[src/rtl/vend_pkg.sv]
// Shared types and constants for the vend dispense controller.
package vend_pkg;

  localparam int CHANGE_W_DFLT = 3;
  localparam int UNIT          = 5;  // cents per change unit
  localparam int NICKEL_UNITS  = 1;
  localparam int DIME_UNITS    = 2;

  typedef logic [CHANGE_W_DFLT-1:0] change_t;

  typedef enum logic [1:0] {
    IDLE   = 2'd0,
    SODA   = 2'd1,
    CHANGE = 2'd2,
    FAULT  = 2'd3
  } state_e;

endpackage

[src/rtl/vend_event_fifo.sv]
// Synchronous FIFO holding pending vend change amounts; pointers wrap modulo DEPTH.
module vend_event_fifo #(
  parameter int DEPTH = 4,
  parameter int WIDTH = 3
) (
  input  logic                     clk_i,
  input  logic                     rst_ni,
  input  logic                     push_i,
  input  logic                     pop_i,
  input  logic [WIDTH-1:0]         wdata_i,
  output logic [WIDTH-1:0]         rdata_o,
  output logic [$clog2(DEPTH):0]   count_o,
  output logic                     full_o,
  output logic                     empty_o
);

  localparam int AW = $clog2(DEPTH);
  localparam logic [AW:0] FULL_CNT = (AW+1)'(DEPTH);

  logic [WIDTH-1:0] mem_q [DEPTH];
  logic [AW-1:0]    wr_ptr_q, rd_ptr_q;
  logic [AW:0]      count_q;

  // Storage carries no reset; only the pointers and count define validity.
  always_ff @(posedge clk_i) begin
    if (push_i) mem_q[wr_ptr_q] <= wdata_i;
  end

  always_ff @(posedge clk_i or negedge rst_ni) begin
    if (!rst_ni) begin
      wr_ptr_q <= '0;
      rd_ptr_q <= '0;
      count_q  <= '0;
    end else begin
      if (push_i) wr_ptr_q <= wr_ptr_q + AW'(1);
      if (pop_i)  rd_ptr_q <= rd_ptr_q + AW'(1);
      case ({push_i, pop_i})
        2'b10:   count_q <= count_q + (AW+1)'(1);
        2'b01:   count_q <= count_q - (AW+1)'(1);
        default: count_q <= count_q;
      endcase
    end
  end

  assign rdata_o = mem_q[rd_ptr_q];
  assign count_o = count_q;
  assign full_o  = (count_q == FULL_CNT);
  assign empty_o = (count_q == '0);

endmodule

[src/rtl/vend_dispense_ctrl.sv]
// Dispense sequencer: buffers vend events and drives soda/coin actuator handshakes.
// Optional ack watchdog enabled by defining VEND_DISPENSE_ACK_TIMEOUT_EN.
module vend_dispense_ctrl
  import vend_pkg::*;
#(
  parameter int FIFO_DEPTH = 4,
  parameter int CHANGE_W   = CHANGE_W_DFLT
`ifdef VEND_DISPENSE_ACK_TIMEOUT_EN
  ,
  parameter int ACK_TIMEOUT = 16
`endif
) (
  input  logic                i_clk,
  input  logic                i_rst_n,
  input  logic                i_vend,
  input  logic [CHANGE_W-1:0] i_change,
  output logic                o_soda_req,
  input  logic                i_soda_ack,
  output logic                o_coin_req,
  output logic                o_coin_dime,
  input  logic                i_coin_ack,
  output logic                o_busy,
  output logic                o_full,
  output logic                o_overflow,
  output logic                o_fault
);

  localparam int CNT_W = $clog2(FIFO_DEPTH) + 1;

  state_e              state_q, state_d;
  logic [CHANGE_W-1:0] rem_q, rem_d;
  logic [CHANGE_W-1:0] fifo_rdata;
  logic [CNT_W-1:0]    fifo_count, count_nx;
  logic                fifo_full, fifo_empty;
  logic                push, pop, drop;
  logic                soda_ack_acc, coin_ack_acc, tmo_fire;
  logic                soda_req_q, soda_req_d;
  logic                coin_req_q, coin_req_d;
  logic                coin_dime_q, coin_dime_d;
  logic                busy_q, busy_d;
  logic                full_q, full_d;
  logic                overflow_q, overflow_d;

  assign pop  = (state_q == IDLE) && !fifo_empty;
  assign push = i_vend && (!fifo_full || pop);
  assign drop = i_vend && fifo_full && !pop;

  // Acks only count while the matching request is actually presented.
  assign soda_ack_acc = soda_req_q && i_soda_ack;
  assign coin_ack_acc = coin_req_q && i_coin_ack;

  vend_event_fifo #(
    .DEPTH (FIFO_DEPTH),
    .WIDTH (CHANGE_W)
  ) u_fifo (
    .clk_i   (i_clk),
    .rst_ni  (i_rst_n),
    .push_i  (push),
    .pop_i   (pop),
    .wdata_i (i_change),
    .rdata_o (fifo_rdata),
    .count_o (fifo_count),
    .full_o  (fifo_full),
    .empty_o (fifo_empty)
  );

  always_comb begin
    count_nx = fifo_count;
    if (push && !pop)      count_nx = fifo_count + CNT_W'(1);
    else if (pop && !push) count_nx = fifo_count - CNT_W'(1);
  end

`ifdef VEND_DISPENSE_ACK_TIMEOUT_EN
  localparam int TMO_W = $clog2(ACK_TIMEOUT + 1);

  logic [TMO_W-1:0] tmo_q, tmo_d;
  logic             req_wait;

  // Any accepted ack or idle request cycle restarts the count for the next request.
  assign req_wait = (soda_req_q && !soda_ack_acc) || (coin_req_q && !coin_ack_acc);
  assign tmo_d    = req_wait ? tmo_q + TMO_W'(1) : '0;
  assign tmo_fire = req_wait && (tmo_q == TMO_W'(ACK_TIMEOUT - 1));

  always_ff @(posedge i_clk or negedge i_rst_n) begin
    if (!i_rst_n) tmo_q <= '0;
    else          tmo_q <= tmo_d;
  end
`else
  assign tmo_fire = 1'b0;
`endif

  always_ff @(posedge i_clk or negedge i_rst_n) begin
    if (!i_rst_n) begin
      state_q <= IDLE;
      rem_q   <= '0;
    end else begin
      state_q <= state_d;
      rem_q   <= rem_d;
    end
  end

  // Dimes first: each coin takes two units while at least two remain.
  always_comb begin
    state_d = state_q;
    rem_d   = rem_q;
    case (state_q)
      IDLE: begin
        if (!fifo_empty) begin
          state_d = SODA;
          rem_d   = fifo_rdata;
        end
      end
      SODA: begin
        if (soda_ack_acc) state_d = (rem_q != '0) ? CHANGE : IDLE;
      end
      CHANGE: begin
        if (coin_ack_acc) begin
          rem_d = (rem_q >= CHANGE_W'(DIME_UNITS)) ? rem_q - CHANGE_W'(DIME_UNITS)
                                                   : rem_q - CHANGE_W'(NICKEL_UNITS);
          if (rem_d == '0) state_d = IDLE;
        end
      end
      default: state_d = state_q;
    endcase
    if (tmo_fire) state_d = FAULT;
  end

  // Outputs are registered from next-state values so they line up with the state register.
  always_comb begin
    soda_req_d  = (state_d == SODA);
    coin_req_d  = (state_d == CHANGE) && !coin_ack_acc;
    coin_dime_d = coin_req_d && (rem_d >= CHANGE_W'(DIME_UNITS));
    busy_d      = (state_d != IDLE) || (count_nx != '0);
    full_d      = (count_nx == CNT_W'(FIFO_DEPTH));
    overflow_d  = overflow_q || drop;
  end

  always_ff @(posedge i_clk or negedge i_rst_n) begin
    if (!i_rst_n) begin
      soda_req_q  <= 1'b0;
      coin_req_q  <= 1'b0;
      coin_dime_q <= 1'b0;
      busy_q      <= 1'b0;
      full_q      <= 1'b0;
      overflow_q  <= 1'b0;
    end else begin
      soda_req_q  <= soda_req_d;
      coin_req_q  <= coin_req_d;
      coin_dime_q <= coin_dime_d;
      busy_q      <= busy_d;
      full_q      <= full_d;
      overflow_q  <= overflow_d;
    end
  end

`ifdef VEND_DISPENSE_ACK_TIMEOUT_EN
  logic fault_q;

  always_ff @(posedge i_clk or negedge i_rst_n) begin
    if (!i_rst_n) fault_q <= 1'b0;
    else          fault_q <= (state_d == FAULT);
  end

  assign o_fault = fault_q;
`else
  assign o_fault = 1'b0;
`endif

  assign o_soda_req  = soda_req_q;
  assign o_coin_req  = coin_req_q;
  assign o_coin_dime = coin_dime_q;
  assign o_busy      = busy_q;
  assign o_full      = full_q;
  assign o_overflow  = overflow_q;

endmodule

[config.mk]
export PLATFORM = sky130hd
export DESIGN_NAME = vend_dispense_ctrl
export DESIGN_NICKNAME = d
export VERILOG_FILES = /design/src/rtl/vend_pkg.sv /design/src/rtl/vend_event_fifo.sv /design/src/rtl/vend_dispense_ctrl.sv
export SDC_FILE = /design/constraint.sdc
export NUM_CORES = 1
export LEC_CHECK = 0
export ABC_AREA = 0
export CORE_ASPECT_RATIO = 0.5
export CORE_MARGIN = 5
export CORE_UTILIZATION = 50
export CTS_CLUSTER_DIAMETER = 150
export DETAILED_ROUTE_END_ITERATION = 10
export PLACE_DENSITY = 0.76
export SYNTH_ARGS = -nofsm -noshare
export SYNTH_HDL_FRONTEND = slang
export SYNTH_SLANG_ARGS = --single-unit
[constraint.sdc]
create_clock -name i_clk -period 4.5 [get_ports i_clk]
set_clock_uncertainty 0.2 [all_clocks]
set_input_delay 0.45 -clock i_clk [delete_from_list [all_inputs] [get_ports i_clk]]
set_output_delay 0.45 -clock i_clk [all_outputs]
set_load 0.02 [all_outputs]
==> run metrics, run 1 <==
Routed WL per cell 14.47 um; DRC viols 0; worst r2r dst o_busy; post-synthesis mux area share 4.832%; number of global-route vias before repair 1061; top-area cell type share of the netlist area 28.06%; largest family of logic cells by synthesized area simple AND/OR/NAND/NOR gates; Clock Tree Buf Depth 2; max-slew violations 0; DP Worst Slack 1.493 ns; r2r setup slk 1.45 ns; CTS HTree Levels 2; starting density of the core 52.67%; cell area after synthesis 1605 sq um; DRT Pass-1 Iters 4; Synth area leader dfrtp_1; critical path data required time 4.45 ns; compound-gate portion of the synthesized area 9.665%; PortBufs 13; RSZ-0062 raised after global routing false; n_diodes 0; status finished, final reports clean; Reg2Reg Depth 11; Synth Flop Type dfrtp_1; std cell rows 14; Overflow after GRT 0; grt met2 use 21.97%; Die Ht 50.07 um; GPL Wtd Cong between 0.7 and 0.8; met1 Usage GRT 17.84%; FF-to-FF Start u_fifo.count_o[0]; number of fillers in the final layout around 260; Tcrit/Tclk final around two thirds; critical path data arrival time 2.99 ns; CTS clk-pin slew, worst paths approximately 0.060 ns; CTS tree done; Period minus WS final about 3 ns; met3 Usage GRT under 10%; Slew headroom 43.46%; Pwr Density approximately 640 nW/um^2; worst stage delay on the critical path ~0.48 ns; Crit Path Class reg -> reg; Mapped Cells 145; worst hold path stage count 1; Peak VDD IR between 0.0002 and 0.0003 V; Simple-Gate Fraction of Synth Area 14.81%; worst skew pair latency 0.28 ns; Final #Nets around 180; via count 1095; synth cell count leaders 18 x dfrtp_1, 15 x ha_1, 14 x inv_1, 14 x nand2_1, 12 x edfxtp_1; asr flop ratio synth 60.00%; Core Area 3048 sq um; Yosys cell types 39; P_leak approximately 0.79 nW; number of gates resized after CTS 0; Startpoint Class register; crit path cell chain inv_1, ha_1, o211ai_1, and2_1, inv_1, ha_1, inv_1, ha_1, nor3_1, a31oi_1, or4_1; chip width 90.13 um; Post-DP HPWL 2161 um; clock sinks 30; Hold Path Class reg -> reg; initial antenna violation count 0; crit path to o_busy; final setup TNS 0 ns; Min Hold Slack between 0.2 and 0.3 ns; FF+latch area between 800 and 900 sq um; post-CTS setup buffers 0; initial drt markers 32; flops & latches, synth 30; largest net degree at the start of global routing 19; die area 4512 sq um; Post-synth EDFFs 12; PnR worst setup slack 1.454 ns; Hold Violations, Final 0; Hold-fix buffers, CTS 0; xor/xnor share of the synthesized area 3.274%; Seq/Total Area, Yosys between 50 and 60%; Layout area overhead 16.29%; Critical Path Stages 11; area of the multi-input gates 714.4 sq um; crit end category register; via/cell ratio 5.448; Final ANT Viol Nets 0; final setup violating endpoints 0; share of cells above drive strength 1 under 10%; CTS root buf clkbuf_8; first-pass GRT wire length 4892 um; gr usage total 13.99%; Max Cap Viol 0; CP max stage cell or4_1; Area contributors post-synth dfrtp_1 28%, edfxtp_1 22%, ha_1 12%, mux4_2 4.2%, inv_1 3.3%; Slew @ Worst Pin 0.8454 ns; Avg Synthesized Cell Area 11.07 sq um; Routed WL 2908 um; maximum fanout along the worst path 6; cell with the most instances after synthesis dfrtp_1; Synth Warn # 0; Ports 15; Post-Synth Adder-Cell Area 11.69%; Top Usage Layer GRT met2; worst path bufs/invs 3; Syn Nets 168; Crit path max-delay family simple AND/OR/NAND/NOR gates; Critical Path Source u_fifo.count_o[0]; CTS Buf Count 5; FMAX 328.3 MHz
## through the flow
| step | cell area, sq um | instances | power (W) | utilization (%) |
|---|---|---|---|---|
| 2_1_floorplan | 1605 | 145 | 0.0008114 | - |
| 3_3_place_gp | 1758 | 193 | 0.0009245 | 57.68 |
| 3_5_place_dp | 1758 | 193 | 0.0009412 | 57.68 |
| 4_1_cts | 1867 | 201 | 0.001209 | 61.25 |
| 5_1_grt | 1867 | 201 | 0.001296 | 61.25 |
| 6_report | 1867 | 201 | 0.001202 | 61.25 |
## worst min-delay path by stage
| stage | start | to | slack [ns] |
|---|---|---|---|
| after floorplan | i_rst_n | o_busy | -0.05 |
| after global placement | o_overflow | o_overflow | 0.27 |
| after detailed placement | o_overflow | o_overflow | 0.27 |
| after CTS | o_overflow | o_overflow | 0.29 |
| after global routing | o_overflow | o_overflow | 0.30 |
| final | o_overflow | o_overflow | 0.29 |
## report_power, final
group | switching, W | internal, W | total [W]
sequential | 0.0000926 | 0.000378 | 0.000471
combinational | 0.000250 | 0.000217 | 0.000468
clock | 0.000101 | 0.000163 | 0.000264
total | 0.000444 | 0.000758 | 0.00120
## layer usage
layer / routed length (um) / vias to the layer above
met5: 0 / -
met4: 33 / 0
met3: 114 / 4
met2: 1381 / 15
met1: 1378 / 546
li1: - / 530
## cell type report
cell class / instances / area share, %
Clock buffer: 5 / 3.686
Clock inverter: 3 / 2.145
Inverter: 14 / 2.815
Multi-Input combinational cell: 96 / 38.27
Sequential cell: 30 / 43.43
Tap cell: 40 / 2.681
Timing Repair Buffer: 13 / 6.971
## kinds of logic after synthesis
kind of cell	count (synthesis)
AO/OA/AOI/OAI	24
XOR/XNOR	6
adder cells (fa/ha/maj)	15
buffers and inverters	19
flip-flops	30
multiplexers	4
other	1
AND/OR/NAND/NOR	46
## cells in the final DEF, fill, tap and decap left out, types with 2 or more instances in the layout
cell             instances
a21oi_1                  4
a31oi_1                  3
and2_1                   2
and3_1                   4
clkbuf_8                 5
clkdlybuf4s50_1         13
clkinv_2                 2
dfrtp_1                 18
edfxtp_1                12
ha_1                    15
inv_1                   14
mux4_2                   3
nand2_1                 14
nand3_1                  2
nor2_1                   7
nor2b_1                  4
nor3_1                   5
o21ai_0                  7
o21bai_1                 2
xnor2_1                  4
xor2_1                   2
## state kept, by name, indices dropped and copies added, names as in the netlist, 2 cells and up
register and cells:
u_fifo.count_o 3, u_fifo.mem_q 12, u_fifo.rd_ptr_q 2, state_q 2, u_fifo.wr_ptr_q 2, rem_q 3
Note: power is estimated with default switching activity, not from simulation.
==> run 2, diff against run 1 <==
PLACE_DENSITY = 0.79   (was 0.76)
clock period = 2.55 ns   (was 4.5 ns; I/O delays follow)
==> run 2 against run 1 <==
Net effect: core utilization is 4.4 points higher; critical path type unchanged; global-route usage grew 1.0 points; first-iteration DRC count is 78% higher; sequential share of layout area is 2.9 points lower; worst setup slack worse by 1.4 ns; cell count grew 7.0%.
==> run metrics, run 2 (synthesis results as in run 1) <==
status finished, final reports clean (unchanged); GPL Wtd Cong 0.7918 (was 0.7952); Pwr Density 1097 nW/um^2 (was 644.0 nW/um^2); Tcrit/Tclk final 98.03% (was 67.69%); maximum fanout along the worst path 3 (was 6); via/cell ratio 5.474 (was 5.448); Reg with most FFs u_fifo.mem_q (unchanged); Crit Path Class reg -> reg (unchanged); Startpoint Class register (unchanged); PnR worst setup slack 0.05016 ns (was 1.454 ns); Largest register FFs 12 (unchanged); CTS Buf Count 5 (unchanged); CTS HTree Levels 2 (unchanged); CTS clk-pin slew, worst paths 0.06 ns (about the same); share of cells above drive strength 1 20.57% (was 9.317%); Clock Tree Buf Depth 2 (unchanged); worst skew pair latency 0.28 ns (about the same); CTS root buf clkbuf_8 (unchanged); fin util 65.64% (was 61.25%); die area 4512 sq um (unchanged); starting density of the core 52.67% (unchanged); placed cells 201 (was 193); FF-to-FF Start u_fifo.count_o[0] (unchanged); Final #Nets 197 (was 183); Hold-fix buffers, CTS 0 (unchanged); critical path data required time 2.50 ns (was 4.45 ns); gr usage total 15.00% (was 13.99%); Peak VDD IR 0.0004507 V (was 0.0002861 V); Period minus WS final 2.500 ns (was 3.046 ns); number of fillers in the final layout 223 (was 255); Ports 15 (unchanged); critical path data arrival time 2.45 ns (was 2.99 ns); Post-DP Area 1843 sq um (was 1758 sq um); std cell rows 14 (unchanged); Overflow after GRT 0 (unchanged); DRT Pass-1 Iters 4 (unchanged); final setup violating endpoints 0 (unchanged); DP Worst Slack -0.09936 ns (was 1.493 ns); via count 1177 (was 1095); PortBufs 13 (unchanged); initial drt markers 57 (was 32); Final ANT Viol Nets 0 (unchanged); Final Cell Area 2001 sq um (was 1867 sq um); Post-DP HPWL 2247 um (was 2161 um); crit end category register (unchanged); Power Total 0.002194 W (was 0.001202 W); Hold Violations, Final 0 (unchanged); Reg2Reg Depth 11 (unchanged); initial antenna violation count 0 (unchanged); FMAX 400.0 MHz (was 328.3 MHz); r2r setup slk 0.05 ns (was 1.45 ns); largest net degree at the start of global routing 19 (unchanged); Routed WL per cell 14.66 um (was 14.47 um); clock sinks 30 (unchanged); Final Non-Filler Cells 215 (was 201); commonest cells after routing, fill and taps aside 18 x dfrtp_1, 14 x nand2_1, 14 x buf_4 (was 18 x dfrtp_1, 15 x ha_1, 14 x inv_1, 14 x nand2_1, 13 x clkdlybuf4s50_1); max-slew violations 0 (unchanged); first-pass GRT wire length 5202 um (was 4892 um); Routed WL 3151 um (was 2908 um); most common cell after layout, fill and taps aside dfrtp_1 (unchanged); CTS tree done (unchanged); Die Ht 50.07 um (unchanged); Core Area 3048 sq um (unchanged); Max Cap Viol 0 (unchanged); n_diodes 0 (unchanged); number of global-route vias before repair 1160 (was 1061); Layout area overhead 24.63% (was 16.29%); worst r2r dst o_busy (unchanged); DRC viols 0 (unchanged); chip width 90.13 um (unchanged); Hold Path Class in -> async (was reg -> reg); P_leak 0.8510 nW (was 0.7914 nW)
[run 2: worst max-delay path, cell delays in order, from the launching register on]
cell and delay (ns):
dfrtp_1 0.40, inv_2 0.07, ha_4 0.16, o211ai_1 0.14
and2_4 0.20, inv_2 0.04, ha_4 0.15, inv_2 0.09
ha_4 0.20, nor3_2 0.12, a31oi_1 0.07, or4_1 0.52
[run 2: metrics by stage]
| stage | setup TNS (ns) | hold WS (ns) |
|---|---|---|
| 6_report | 0 | 0.1029 |
| 5_1_grt | -0.01737 | 0.1240 |
| 4_1_cts | 0 | 0.09776 |
| 3_5_place_dp | -0.09936 | 0.2841 |
| 3_3_place_gp | 0 | 0.2656 |
| 2_1_floorplan | 0 | -0.2406 |
[run 2: layout make-up]
class,instances,area [sq um],share of cell area [%]
sequential,30,810.8,40.53
timing repair buffer,27,235.2,11.76
inverter,14,52.55,2.627
clock inverter,2,8.758,0.4378
multi-input combinational,96,770.7,38.52
clock buffer,6,72.57,3.627
tap,40,50.05,2.502
[run 2: how the worst max path moves through the flow]
stage | start | endpoint | slack, ns | cells past startpoint
after CTS | u_fifo.count_o[0] | o_busy | 0.01 | 10
after floorplan | state_q[0] | o_busy | 0.005 | 11
final | u_fifo.count_o[0] | o_busy | 0.05 | 11
after detailed placement | u_fifo.count_o[1] | o_busy | -0.1 | 10
after global routing | u_fifo.count_o[0] | o_busy | -0.02 | 9
after global placement | u_fifo.count_o[1] | o_busy | 0.02 | 10
[run 2: power by group]
part / internal (W) / switching [W]
Sequential: 0.000669 / 0.000145
Combinational: 0.000505 / 0.000520
Clock: 0.000187 / 0.000169
Total: 0.00136 / 0.000834
[run 2: what timing repair did]
item,4_1_cts,5_1_grt
setup endpoints to repair,1,1
pin swaps,2,4
setup buffers,3,3
resized for setup,1,6
[run 2: routing by layer]
layer  share of wire (%)  track usage, %  vias to the layer above
met5                   0               0                        -
met4                 4.3           10.40                        0
met3                 4.3           4.255                       16
met2                  46           22.94                       26
met1                  45           18.49                      574
li1                    -               -                      561
==> variant, RTL diff (config.mk and constraints of run 2) <==
Add a define of `VEND_DISPENSE_ACK_TIMEOUT_EN`.
--- a/src/rtl/vend_dispense_ctrl.sv
+++ b/src/rtl/vend_dispense_ctrl.sv
@@ -1,4 +1,6 @@
 // Dispense sequencer: buffers vend events and drives soda/coin actuator handshakes.
 // Optional ack watchdog enabled by defining VEND_DISPENSE_ACK_TIMEOUT_EN.
+`define VEND_DISPENSE_ACK_TIMEOUT_EN
+
 module vend_dispense_ctrl
   import vend_pkg::*;
Function: same outputs for any inputs over 10 cycles, from zero or initial values and one cycle with i_rst_n low; that may be too few to reach the edited logic, so the function may still have changed.
==> variant against run 2 <==
Worst hold slack better by 31 ps. Wire length is 16% higher. Final area is 12% higher. Non-clock buffer count is 4 lower. Area after synthesis is 17% higher. Worst setup slack better by 140 ps. Count of clock-buffer cells in the layout stayed put. Sequential cell count is 6 higher. Critical endpoint unchanged.
Power is not compared: it rests on default switching activity, and its combinational part moved more than twofold at a synthesized area within 25%.
==> variant: results (changes against run 2) <==
Yosys
  – Synth top area cells: dfrtp_1 (32%), edfxtp_1 (19%), ha_1 (11%), mux4_2 (3.6%), inv_1 (3.4%)
  – Syn Inst Count: 164 (+13%)
  – Number of synthesized flops with an enable pin: 12 (unchanged)
  – Ys Warns: 0 (unchanged)
  – Seq/Total Area, Yosys: 0.513 (+0.00796)
  – Synth cell count leaders: dfrtp_1 (24), ha_1 (17), inv_1 (17), edfxtp_1 (12)
  – Synth unique cells: 40 (+2.6%)
  – Ys async rst share: 0.667 (+0.0667)
  – Syn Nets: 189 (+13%)

Setup path
  – Crit path max fanout: 6 (+3)
  – CP peak stage delay: 410 ps (-110 ps)
  – Critical path's slowest cell: or3_4
  – Worst R2R Setup Slack: 190 ps (+140 ps)
  – Critical Path Start: u_fifo.count_o[1]
  – R2R depth: 9 (-2)

Clock tree
  – Root buffer cell: clkbuf_8
  – # H-tree levels: 2 (unchanged)
  – Clock transition at path regs: 70 ps
  – Setup Buffers After CTS: 0 (-3)
  – Clock latency on the worst-skew pair: 280 ps (about the same)
  – Cts repair resizes: 0 (-1)
  – Num CTS Buffers: 5 (unchanged)

Routing
  – WL/cell: 15.1 µm (+3.0%)
  – DR vias/cell: 5.24 (-4.2%)
  – # DRC: 0 (unchanged)
  – 1st-iter DRT viols: 42 (-26%)
  – First drt pass iteration count: 4 (unchanged)

STA
  – Fin crit share: 0.927 (-0.0531)
  – Final setup fails: 0 (unchanged)
  – Fin Hold WS: 134 ps (+30.9 ps)

Layout
  – Number of diodes: 0 (unchanged)
  – Layout cells sized above 1: 0.162 (-0.0434)
  – Layout Nets: 215 (+9.1%)
  – Finished Layout Cells: 242 (+13%)
  – Top flop regs: u_fifo.mem_q: 12 flops, tmo_q: 5 flops

Placement
  – Placed instance count: 233 (+16%)
  – Post-placement cell area: 2100 µm² (+14%)
  – Post-DP HPWL: 2690 µm (+20%)
  – Dpl ws: 7.89 ps (+107 ps)
  – Global placement routability congestion: 0.863 (+9.0%)
  – Port Buffers: 14 (+1)

Worst hold path
  – Class of the worst hold path: in2async

Global routing
  – Largest net degree at the start of global routing: 25 (+6)
  – Total GRT Usage: 0.165 (+0.0146)
  – Global-route wire length before repair: 6250 µm (+20%)
  – Initial antenna violation count: 0 (unchanged)

Pwr
  – Leak Pwr: between 0.9 and 1 nW
  – Peak VDD IR: approximately 0.43 mV

Status
  – Status: complete, no violations
==> variant: cell count changes after synthesis, moves of 3 or more <==
cell / run 2 / this run
nand3_1: 2 / 5
dfrtp_1: 18 / 24
o21ai_0: 7 / 10
a21oi_1: 4 / 8
inv_1: 14 / 17
nand2_1: 14 / 10
==> variant: layout make-up <==
class                           instances  area [µm²]
Clock inverter                          2        35.0
Sequential cell                        36         961
Tap cell                               51        63.8
Fill cell                             269        1280
Timing Repair Buffer                   23         208
Multi-Input combinational cell        106         835
Inverter                               18        72.6
Clock buffer                            6        72.6
==> variant: critical path, delay by kind of cell, from the launching register on <==
family | cells | cell delay, ps
DFF | 1 | 400
xor gates and xnor gates | 1 | 160
adders and majority gates | 2 | 400
buffers and inverters | 2 | 230
AOI/OAI and AO/OA | 1 | 190
and+or+nand+nor | 3 | 650
==> variant: cell families after synthesis <==
| group | share of synthesized area |
|---|---|
| and+or+nand+nor | 0.132 |
| DFF | 0.513 |
| AOI/OAI and AO/OA | 0.104 |
| buffers and inverters | 0.0588 |
| adders and majority gates | 0.114 |
| xor gates and xnor gates | 0.0374 |
| muxes | 0.0414 |
==> variant: power groups by stage <==
| stage | logic, mW | registers [mW] | clock network (mW) |
|---|---|---|---|
| global route | 0.512 | 0.772 | 0.521 |
| CTS | 0.417 | 0.755 | 0.487 |
| floorplan | 0.254 | 0.768 | 0 |
| global placement | 0.401 | 0.757 | 0 |
| detailed placement | 0.412 | 0.767 | 0 |
| finish | 0.458 | 0.757 | 0.485 |
==> variant: metal layers <==
metal | wire (µm) | vias up | global-route usage
met5 | 0 | - | 0
met1 | 1730 | 613 | 0.215
met3 | 168 | 2 | 0.0440
met4 | 19 | 0 | 0.0372
met2 | 1740 | 29 | 0.275
li1 | - | 625 | -
